$ cat config.mk
export PLATFORM = sky130hd
export DESIGN_NAME = loop_decode_flat
export DESIGN_NICKNAME = d
export VERILOG_FILES = /design/src/rtl/ecc_isa_pkg.sv /design/src/rtl/loop_decode_if.sv /design/src/rtl/loop_tracker.sv /design/src/rtl/loop_decode.sv /design/src/flat_wrapper.sv
export SDC_FILE = /design/constraint.sdc
export NUM_CORES = 1
export LEC_CHECK = 0
export ABC_AREA = 1
export CAP_MARGIN = 20
export CORE_MARGIN = 5
export CORE_UTILIZATION = 54
export CTS_CLUSTER_SIZE = 30
export DETAILED_ROUTE_END_ITERATION = 10
export GPL_TIMING_DRIVEN = 0
export PLACE_DENSITY = 0.84
export SYNTH_ARGS = -nofsm -noshare
export SYNTH_HDL_FRONTEND = slang
export SYNTH_SLANG_ARGS = --single-unit
export TNS_END_PERCENT = 50
$ cat constraint.sdc
create_clock -name clk -period 2.5 [get_ports clk]
set_input_delay 0.625 -clock clk [delete_from_list [all_inputs] [get_ports clk]]
set_output_delay 0.625 -clock clk [all_outputs]
set_load 0.05 [all_outputs]
$ cat src/rtl/ecc_isa_pkg.sv
// Shared ISA definitions for the ECC core program sequencer front end:
// word layout, opcode constants, word classification and FSM state encoding.
package ecc_isa_pkg;

  localparam int OPW   = 4;
  localparam int ARGW  = 12;
  localparam int WORDW = OPW + ARGW;
  localparam int CNT1W = 8;
  localparam int CNT2W = 4;

  // Field positions inside a 16-bit instruction word
  localparam int OP_MSB   = 15;
  localparam int OP_LSB   = 12;
  localparam int ARG_MSB  = 11;
  localparam int ARG_LSB  = 0;
  localparam int CNT1_MSB = 11;
  localparam int CNT1_LSB = 4;
  localparam int CNT2_MSB = 3;
  localparam int CNT2_LSB = 0;

  localparam logic [OPW-1:0] OP_NOP     = 4'h0;
  localparam logic [OPW-1:0] OP_LOOP    = 4'h1;
  localparam logic [OPW-1:0] OP_ALU_MIN = 4'h2;
  localparam logic [OPW-1:0] OP_ALU_MAX = 4'hE;
  localparam logic [OPW-1:0] OP_HALT    = 4'hF;

  typedef enum logic [1:0] {
    W_NOP,
    W_LOOP,
    W_ALU,
    W_HALT
  } word_class_t;

  // One-hot state encoding
  typedef enum logic [4:0] {
    S_IDLE = 5'b00001,
    S_FILL = 5'b00010,
    S_RUN  = 5'b00100,
    S_LOOP = 5'b01000,
    S_HALT = 5'b10000
  } state_t;

  function automatic word_class_t classify(input logic [OPW-1:0] op);
    word_class_t c;
    c = W_NOP;
    if (op == OP_LOOP) c = W_LOOP;
    else if (op == OP_HALT) c = W_HALT;
    else if ((op >= OP_ALU_MIN) && (op <= OP_ALU_MAX)) c = W_ALU;
    else if (op == OP_NOP) c = W_NOP;
    return c;
  endfunction

endpackage

$ cat src/rtl/loop_decode_if.sv
// Bundle between the fetch/decode front end and its surroundings
// (sequencer, ROM, datapath).
//
// Handshake: there is no back-pressure. op_valid and loop_enable are
// one-cycle strobes; their payloads (op_code/op_arg, cnt1/cnt2) are only
// meaningful in the cycle the strobe is high and must be taken then.
// enable, busy, done and err are levels. start is a level sampled only
// while the front end is idle or halted.
interface loop_decode_if;
  import ecc_isa_pkg::*;

  logic                   start;
  logic [WORDW-1:0]       rom_data;
  logic                   enable;
  logic                   loop_enable;
  logic [CNT1W-1:0]       cnt1;
  logic [CNT2W-1:0]       cnt2;
  logic                   op_valid;
  logic [OPW-1:0]         op_code;
  logic [ARGW-1:0]        op_arg;
  logic                   busy;
  logic                   done;
  logic                   err;
  state_t                 state_dbg;

  // Front end side
  modport master (
    input  start, rom_data,
    output enable, loop_enable, cnt1, cnt2, op_valid, op_code, op_arg,
           busy, done, err, state_dbg
  );

  // Environment side (sequencer, ROM, datapath)
  modport slave (
    output start, rom_data,
    input  enable, loop_enable, cnt1, cnt2, op_valid, op_code, op_arg,
           busy, done, err, state_dbg
  );

endinterface

$ cat src/rtl/loop_tracker.sv
// Loop progress tracker: holds iteration and body counters for the active
// loop and flags the final body word (the sequencer's loop_done cycle).
module loop_tracker
  import ecc_isa_pkg::*;
(
  input  logic             clk,
  input  logic             rst,
  input  logic             load,
  input  logic             step,
  input  logic             flush,
  input  logic [CNT1W-1:0] cnt1,
  input  logic [CNT2W-1:0] cnt2,
  output logic             loop_exit
);

  logic [CNT1W-1:0] iter_cnt;
  logic [CNT2W-1:0] body_cnt;
  logic [CNT2W-1:0] body_reload;

  // Load on a new loop, clear on exit/halt, otherwise count one body word.
  // step is never asserted on the exit cycle, so iter_cnt only decrements
  // from 2 or more and body_cnt never wraps.
  always_ff @(posedge clk or negedge rst) begin
    if (!rst) begin
      iter_cnt    <= '0;
      body_cnt    <= '0;
      body_reload <= '0;
    end else if (load) begin
      iter_cnt    <= cnt1;
      body_cnt    <= cnt2;
      body_reload <= cnt2;
    end else if (flush) begin
      iter_cnt    <= '0;
      body_cnt    <= '0;
      body_reload <= '0;
    end else if (step) begin
      if (body_cnt == '0) begin
        body_cnt <= body_reload;
        iter_cnt <= iter_cnt - 1'b1;
      end else begin
        body_cnt <= body_cnt - 1'b1;
      end
    end
  end

  assign loop_exit = (iter_cnt == CNT1W'(1)) && (body_cnt == '0);

endmodule

$ cat src/rtl/loop_decode.sv
// Instruction fetch/decode front end: runs the sequencer, decodes ROM words
// into datapath micro-ops and single loop commands, and stops on HALT.
module loop_decode
  import ecc_isa_pkg::*;
(
  input  logic          clk,
  input  logic          rst,
  loop_decode_if.master bus
);

  state_t           state;
  logic             enable_q;
  logic             loop_enable_q;
  logic [CNT1W-1:0] cnt1_q;
  logic [CNT2W-1:0] cnt2_q;
  logic             op_valid_q;
  logic [OPW-1:0]   op_code_q;
  logic [ARGW-1:0]  op_arg_q;
  logic             busy_q;
  logic             done_q;
  logic             err_q;

  logic [OPW-1:0]   word_op;
  logic [ARGW-1:0]  word_arg;
  logic [CNT1W-1:0] word_cnt1;
  logic [CNT2W-1:0] word_cnt2;
  word_class_t      word_class;
  logic             in_loop;
  logic             loop_load;
  logic             loop_flush;
  logic             loop_step;
  logic             loop_exit;

  assign word_op    = bus.rom_data[OP_MSB:OP_LSB];
  assign word_arg   = bus.rom_data[ARG_MSB:ARG_LSB];
  assign word_cnt1  = bus.rom_data[CNT1_MSB:CNT1_LSB];
  assign word_cnt2  = bus.rom_data[CNT2_MSB:CNT2_LSB];
  assign word_class = classify(word_op);

  // A loop is only accepted from RUN with a non-zero iteration count; the
  // tracker is cleared when the loop finishes or a HALT cuts it short.
  assign in_loop    = (state == S_LOOP);
  assign loop_load  = (state == S_RUN) && (word_class == W_LOOP) && (word_cnt1 != '0);
  assign loop_flush = in_loop && ((word_class == W_HALT) || loop_exit);
  assign loop_step  = in_loop && !loop_flush;

  loop_tracker u_tracker (
    .clk       (clk),
    .rst       (rst),
    .load      (loop_load),
    .step      (loop_step),
    .flush     (loop_flush),
    .cnt1      (word_cnt1),
    .cnt2      (word_cnt2),
    .loop_exit (loop_exit)
  );

  // Main FSM with registered decode outputs; strobes default low each cycle.
  always_ff @(posedge clk or negedge rst) begin
    if (!rst) begin
      state         <= S_IDLE;
      enable_q      <= 1'b0;
      loop_enable_q <= 1'b0;
      cnt1_q        <= '0;
      cnt2_q        <= '0;
      op_valid_q    <= 1'b0;
      op_code_q     <= '0;
      op_arg_q      <= '0;
      busy_q        <= 1'b0;
      done_q        <= 1'b0;
      err_q         <= 1'b0;
    end else begin
      op_valid_q    <= 1'b0;
      loop_enable_q <= 1'b0;
      case (state)
        S_IDLE, S_HALT: begin
          if (bus.start) begin
            state    <= S_FILL;
            enable_q <= 1'b1;
            busy_q   <= 1'b1;
            done_q   <= 1'b0;
            err_q    <= 1'b0;
          end
        end
        S_FILL: begin
          // First ROM word is still in flight; nothing to decode yet.
          state <= S_RUN;
        end
        S_RUN, S_LOOP: begin
          if (word_class == W_HALT) begin
            state    <= S_HALT;
            enable_q <= 1'b0;
            busy_q   <= 1'b0;
            done_q   <= 1'b1;
          end else begin
            if (word_class == W_ALU) begin
              op_valid_q <= 1'b1;
              op_code_q  <= word_op;
              op_arg_q   <= word_arg;
            end
            if (word_class == W_LOOP) begin
              if (loop_load) begin
                loop_enable_q <= 1'b1;
                cnt1_q        <= word_cnt1;
                cnt2_q        <= word_cnt2;
                state         <= S_LOOP;
              end else begin
                // Zero-count loop or nested loop: dropped and flagged.
                err_q <= 1'b1;
              end
            end
            if (in_loop && loop_exit) state <= S_RUN;
          end
        end
        default: begin
          state    <= S_IDLE;
          enable_q <= 1'b0;
          busy_q   <= 1'b0;
          done_q   <= 1'b0;
        end
      endcase
    end
  end

  assign bus.enable      = enable_q;
  assign bus.loop_enable = loop_enable_q;
  assign bus.cnt1        = cnt1_q;
  assign bus.cnt2        = cnt2_q;
  assign bus.op_valid    = op_valid_q;
  assign bus.op_code     = op_code_q;
  assign bus.op_arg      = op_arg_q;
  assign bus.busy        = busy_q;
  assign bus.done        = done_q;
  assign bus.err         = err_q;
  assign bus.state_dbg   = state;

endmodule
$ cat src/flat_wrapper.sv
// flat-port wrapper written by rule: the top's interface ports become plain ports
module loop_decode_flat import ecc_isa_pkg::*;
  (clk, rst, bus_start, bus_rom_data, bus_enable, bus_loop_enable, bus_cnt1, bus_cnt2, bus_op_valid, bus_op_code, bus_op_arg, bus_busy, bus_done, bus_err, bus_state_dbg);
  loop_decode_if bus_i ();
  input  logic clk;
  input  logic rst;
  input wire logic [$bits(bus_i.start)-1:0] bus_start;
  input wire logic [$bits(bus_i.rom_data)-1:0] bus_rom_data;
  output wire logic [$bits(bus_i.enable)-1:0] bus_enable;
  output wire logic [$bits(bus_i.loop_enable)-1:0] bus_loop_enable;
  output wire logic [$bits(bus_i.cnt1)-1:0] bus_cnt1;
  output wire logic [$bits(bus_i.cnt2)-1:0] bus_cnt2;
  output wire logic [$bits(bus_i.op_valid)-1:0] bus_op_valid;
  output wire logic [$bits(bus_i.op_code)-1:0] bus_op_code;
  output wire logic [$bits(bus_i.op_arg)-1:0] bus_op_arg;
  output wire logic [$bits(bus_i.busy)-1:0] bus_busy;
  output wire logic [$bits(bus_i.done)-1:0] bus_done;
  output wire logic [$bits(bus_i.err)-1:0] bus_err;
  output wire logic [$bits(bus_i.state_dbg)-1:0] bus_state_dbg;
  assign bus_i.start = bus_start;
  assign bus_i.rom_data = bus_rom_data;
  assign bus_enable = bus_i.enable;
  assign bus_loop_enable = bus_i.loop_enable;
  assign bus_cnt1 = bus_i.cnt1;
  assign bus_cnt2 = bus_i.cnt2;
  assign bus_op_valid = bus_i.op_valid;
  assign bus_op_code = bus_i.op_code;
  assign bus_op_arg = bus_i.op_arg;
  assign bus_busy = bus_i.busy;
  assign bus_done = bus_i.done;
  assign bus_err = bus_i.err;
  assign bus_state_dbg = bus_i.state_dbg;
  loop_decode u_core (.clk(clk), .rst(rst), .bus(bus_i));
endmodule
==> qor.txt <==
Required @ worst endpoint = 1.88 ns
Largest stage delay, worst path = 0.82 ns
Yosys cell types = 29
drt wl/cell = 13.8 um
crit path DAT = 1.71 ns
ys flop type = dfrtp_1
largest net degree at the start of global routing = 32
postcts setup bufs = 0
max frequency = 0.429 GHz
Detailed Routing Iterations Pass 1 = 4
CP bufs+invs = 1
DIE AREA = 6490 um^2
share of layout cells above drive strength 1 = 10.1%
CP Capture Type = primary output
CP Max Fanout = 5
area share of the largest cell type after synthesis = 49.3%
post-route ant nets = 0
CP max stage cell = clkdlybuf4s50_1
core area = 4790 um^2
critical path launch point type = flop
Area contributors post-synth = dfrtp_1, nand2_1, nand3_1
vias in the first global route = 2419
Commonest cells post-synth = nand2_1, dfrtp_1, nand3_1, inv_1, nor2_1
Avg Vias per Cell = 5.11
synth warn = 0
clock sink total = 54
Yosys reg bits = 54
reg-to-reg slack, setup = 0.65 ns
clock-pin transition on the worst setup and hold timing paths = 0.09 ns
sequential area share after synthesis = 50.3%
largest delay contributor family on the critical path = buffers and inverters
Max-Cap Viols = 0
Max IR drop VDD = 813 uV
antenna violations before repair = 0
cell count after synthesis = 329
Initial Util = 56.2%
CTS Root Buffer Type = clkbuf_8
total grt overflow = 0
Hold Slack = 0.298 ns
DIE HEIGHT = 80.6 um
CTS Buf Count = 5
Nets = 416
Hold-fix buffers, CTS = 0
Rel. slew slack = 63.8%
Max Clock Skew = 0.00620 ns
vias = 2363
htree depth = 2
top-count cell post-synth = nand2_1
Final setup viols = 0
Global Route Usage Sum = 22.3%
unrepaired setup endpoints after global routing = no
pwr/cell area = 1270 nW/um^2
worst hold path class = input pin to async pin
Resized cells post-CTS = 0
Tmin final = 2.33 ns
Cell Chain, Critical Path = clkdlybuf4s50_1
synthesized area = 2690 um^2
DPL Wire Length = 4.93 mm
antenna cells = 0
Lkg Pwr = 1.81 nW
worst slew pin tran = 0.544 ns
FFs w/ async S/R, synth = 100%
First DRT Iteration DRCs = 169
DP Cell Count = 454
Ports = 58
chip width = 80.6 um
Final Hold Viols = 0
num rows = 25
filler cell count = 373
largest area contributor in the netlist = dfrtp_1
max-slew violation count = 0
Clock Tree Buf Depth = 2
EDFF count, synth = 0
WL final = 6.36 mm
Post-route DRC = 0
RD Place Congestion = 0.894
total nets after synthesis = 351
Crit Path Category = flop to primary output
first-pass GRT wire length = 11.2 mm
status = finished clean
IO buf count = 57
Final Non-Filler Cells = 462
period utilization = 93.2%
Syn-to-layout area delta = 28.9%
CTS tree = built
syn_area_per_cell = 8.17 um^2
clk_lat worst skew = 0.30 ns
[final timing paths]
check                                                          from                                        to  depth (start not counted)
max                             u_core.bus.state_dbg[0]$_DFFE_PN1P_                          bus_state_dbg[0]                          1
max reg2reg                u_core.u_tracker.body_cnt[0]$_DFFE_PN0P_  u_core.u_tracker.iter_cnt[7]$_DFFE_PN0P_                         12
max in group asynchronous                                       rst          u_core.bus.op_arg[1]$_DFFE_PN0P_                          2
min                                                             rst       u_core.bus.state_dbg[2]$_DFFE_PN0P_                          1
min in group clk                  u_core.bus.op_code[2]$_DFFE_PN0P_         u_core.bus.op_code[2]$_DFFE_PN0P_                          2
min reg2reg                       u_core.bus.op_code[2]$_DFFE_PN0P_         u_core.bus.op_code[2]$_DFFE_PN0P_                          2
[power by group]
group	switching, mW	internal (mW)	leakage (nW)
clock network	0.267	0.300	0.0524
registers	0.207	1.17	0.717
logic	1.59	0.847	1.04
total	2.07	2.32	1.81
[state kept, by name, summed over array words and instances (netlist names)]
name / flops
u_core.bus.cnt1: 8
u_core.bus.cnt2: 4
u_core.u_tracker.body_reload: 4
u_core.u_tracker.iter_cnt: 8
u_core.bus.op_valid: 1
u_core.u_tracker.body_cnt: 4
u_core.bus.done: 1
u_core.bus.loop_enable: 1
u_core.bus.state_dbg: 5
u_core.bus.busy: 1
u_core.bus.op_code: 4
u_core.bus.err: 1
u_core.bus.op_arg: 12
[routing by layer]
metal | wire, um | vias up | GRT usage [%]
li1 | - | 1166 | -
met1 | 2760 | 1111 | 28.2
met2 | 3080 | 71 | 36.7
met3 | 345 | 15 | 5.61
met4 | 173 | 0 | 8.95
met5 | 0 | - | 0
[logic make-up (layout without fill, tap and decap cells)]
logic type | Yosys count | count (layout) | share of synthesized area [%]
and+or+nand+nor | 220 | 220 | 36.7
AOI/OAI and AO/OA | 15 | 15 | 4.10
buffers and inverters | 34 | 100 | 6.56
xor gates and xnor gates | 3 | 3 | 0.977
DFF | 54 | 54 | 50.3
adders and majority gates | 3 | 3 | 1.40
[cell usage in the layout, fill, tap and decap left out]
| cell | n |
|---|---|
| o211ai_1 | 1 |
| o21ai_2 | 1 |
| clkinv_2 | 1 |
| buf_6 | 5 |
| o21bai_1 | 1 |
| nand4_1 | 9 |
| dfstp_2 | 1 |
| nand3_4 | 1 |
| inv_4 | 1 |
| inv_1 | 19 |
| ha_1 | 3 |
| nand4_4 | 1 |
| dfrtp_1 | 53 |
| nand3_1 | 32 |
| bufinv_16 | 1 |
| buf_12 | 1 |
| a21oi_4 | 1 |
| nand2_1 | 153 |
| inv_2 | 4 |
| nor2_1 | 12 |
| clkdlybuf4s50_1 | 56 |
| o21ai_0 | 9 |
| o21ai_4 | 1 |
| buf_2 | 4 |
| clkbuf_1 | 2 |
| nand2_4 | 4 |
| nand3b_1 | 1 |
| xor2_1 | 3 |
| o31a_1 | 1 |
| clkbuf_8 | 5 |
| nor2_4 | 3 |
| nor2_2 | 2 |
| nand2_2 | 2 |
| buf_4 | 1 |
[cell type report]
| cell class | count | area [um^2] | area share [%] |
|---|---|---|---|
| flip-flops and latches | 54 | 1350 | 39.0 |
| well taps | 67 | 83.8 | 2.42 |
| repair buffers | 58 | 586 | 16.9 |
| clock buffers | 7 | 76.3 | 2.20 |
| inverters | 25 | 97.6 | 2.82 |
| plain buffers | 9 | 78.8 | 2.28 |
| clock inverters | 1 | 30.0 | 0.867 |
| multi-input cells | 241 | 1160 | 33.5 |
[stage by stage]
step	setup TNS, ns	setup WS (ns)	instance area (um^2)	power [mW]	utilization (%)
after global placement	-42.83	-0.806	3340	3.76	69.9
after floorplan	0	0.700	2690	3.11	-
after detailed placement	0	0.216	3360	3.83	70.2
after global routing	0	0.0983	3460	4.70	72.4
final	0	0.169	3460	4.38	72.4
after CTS	0	0.158	3460	4.41	72.4
Note: power is estimated with default switching activity, not from simulation.
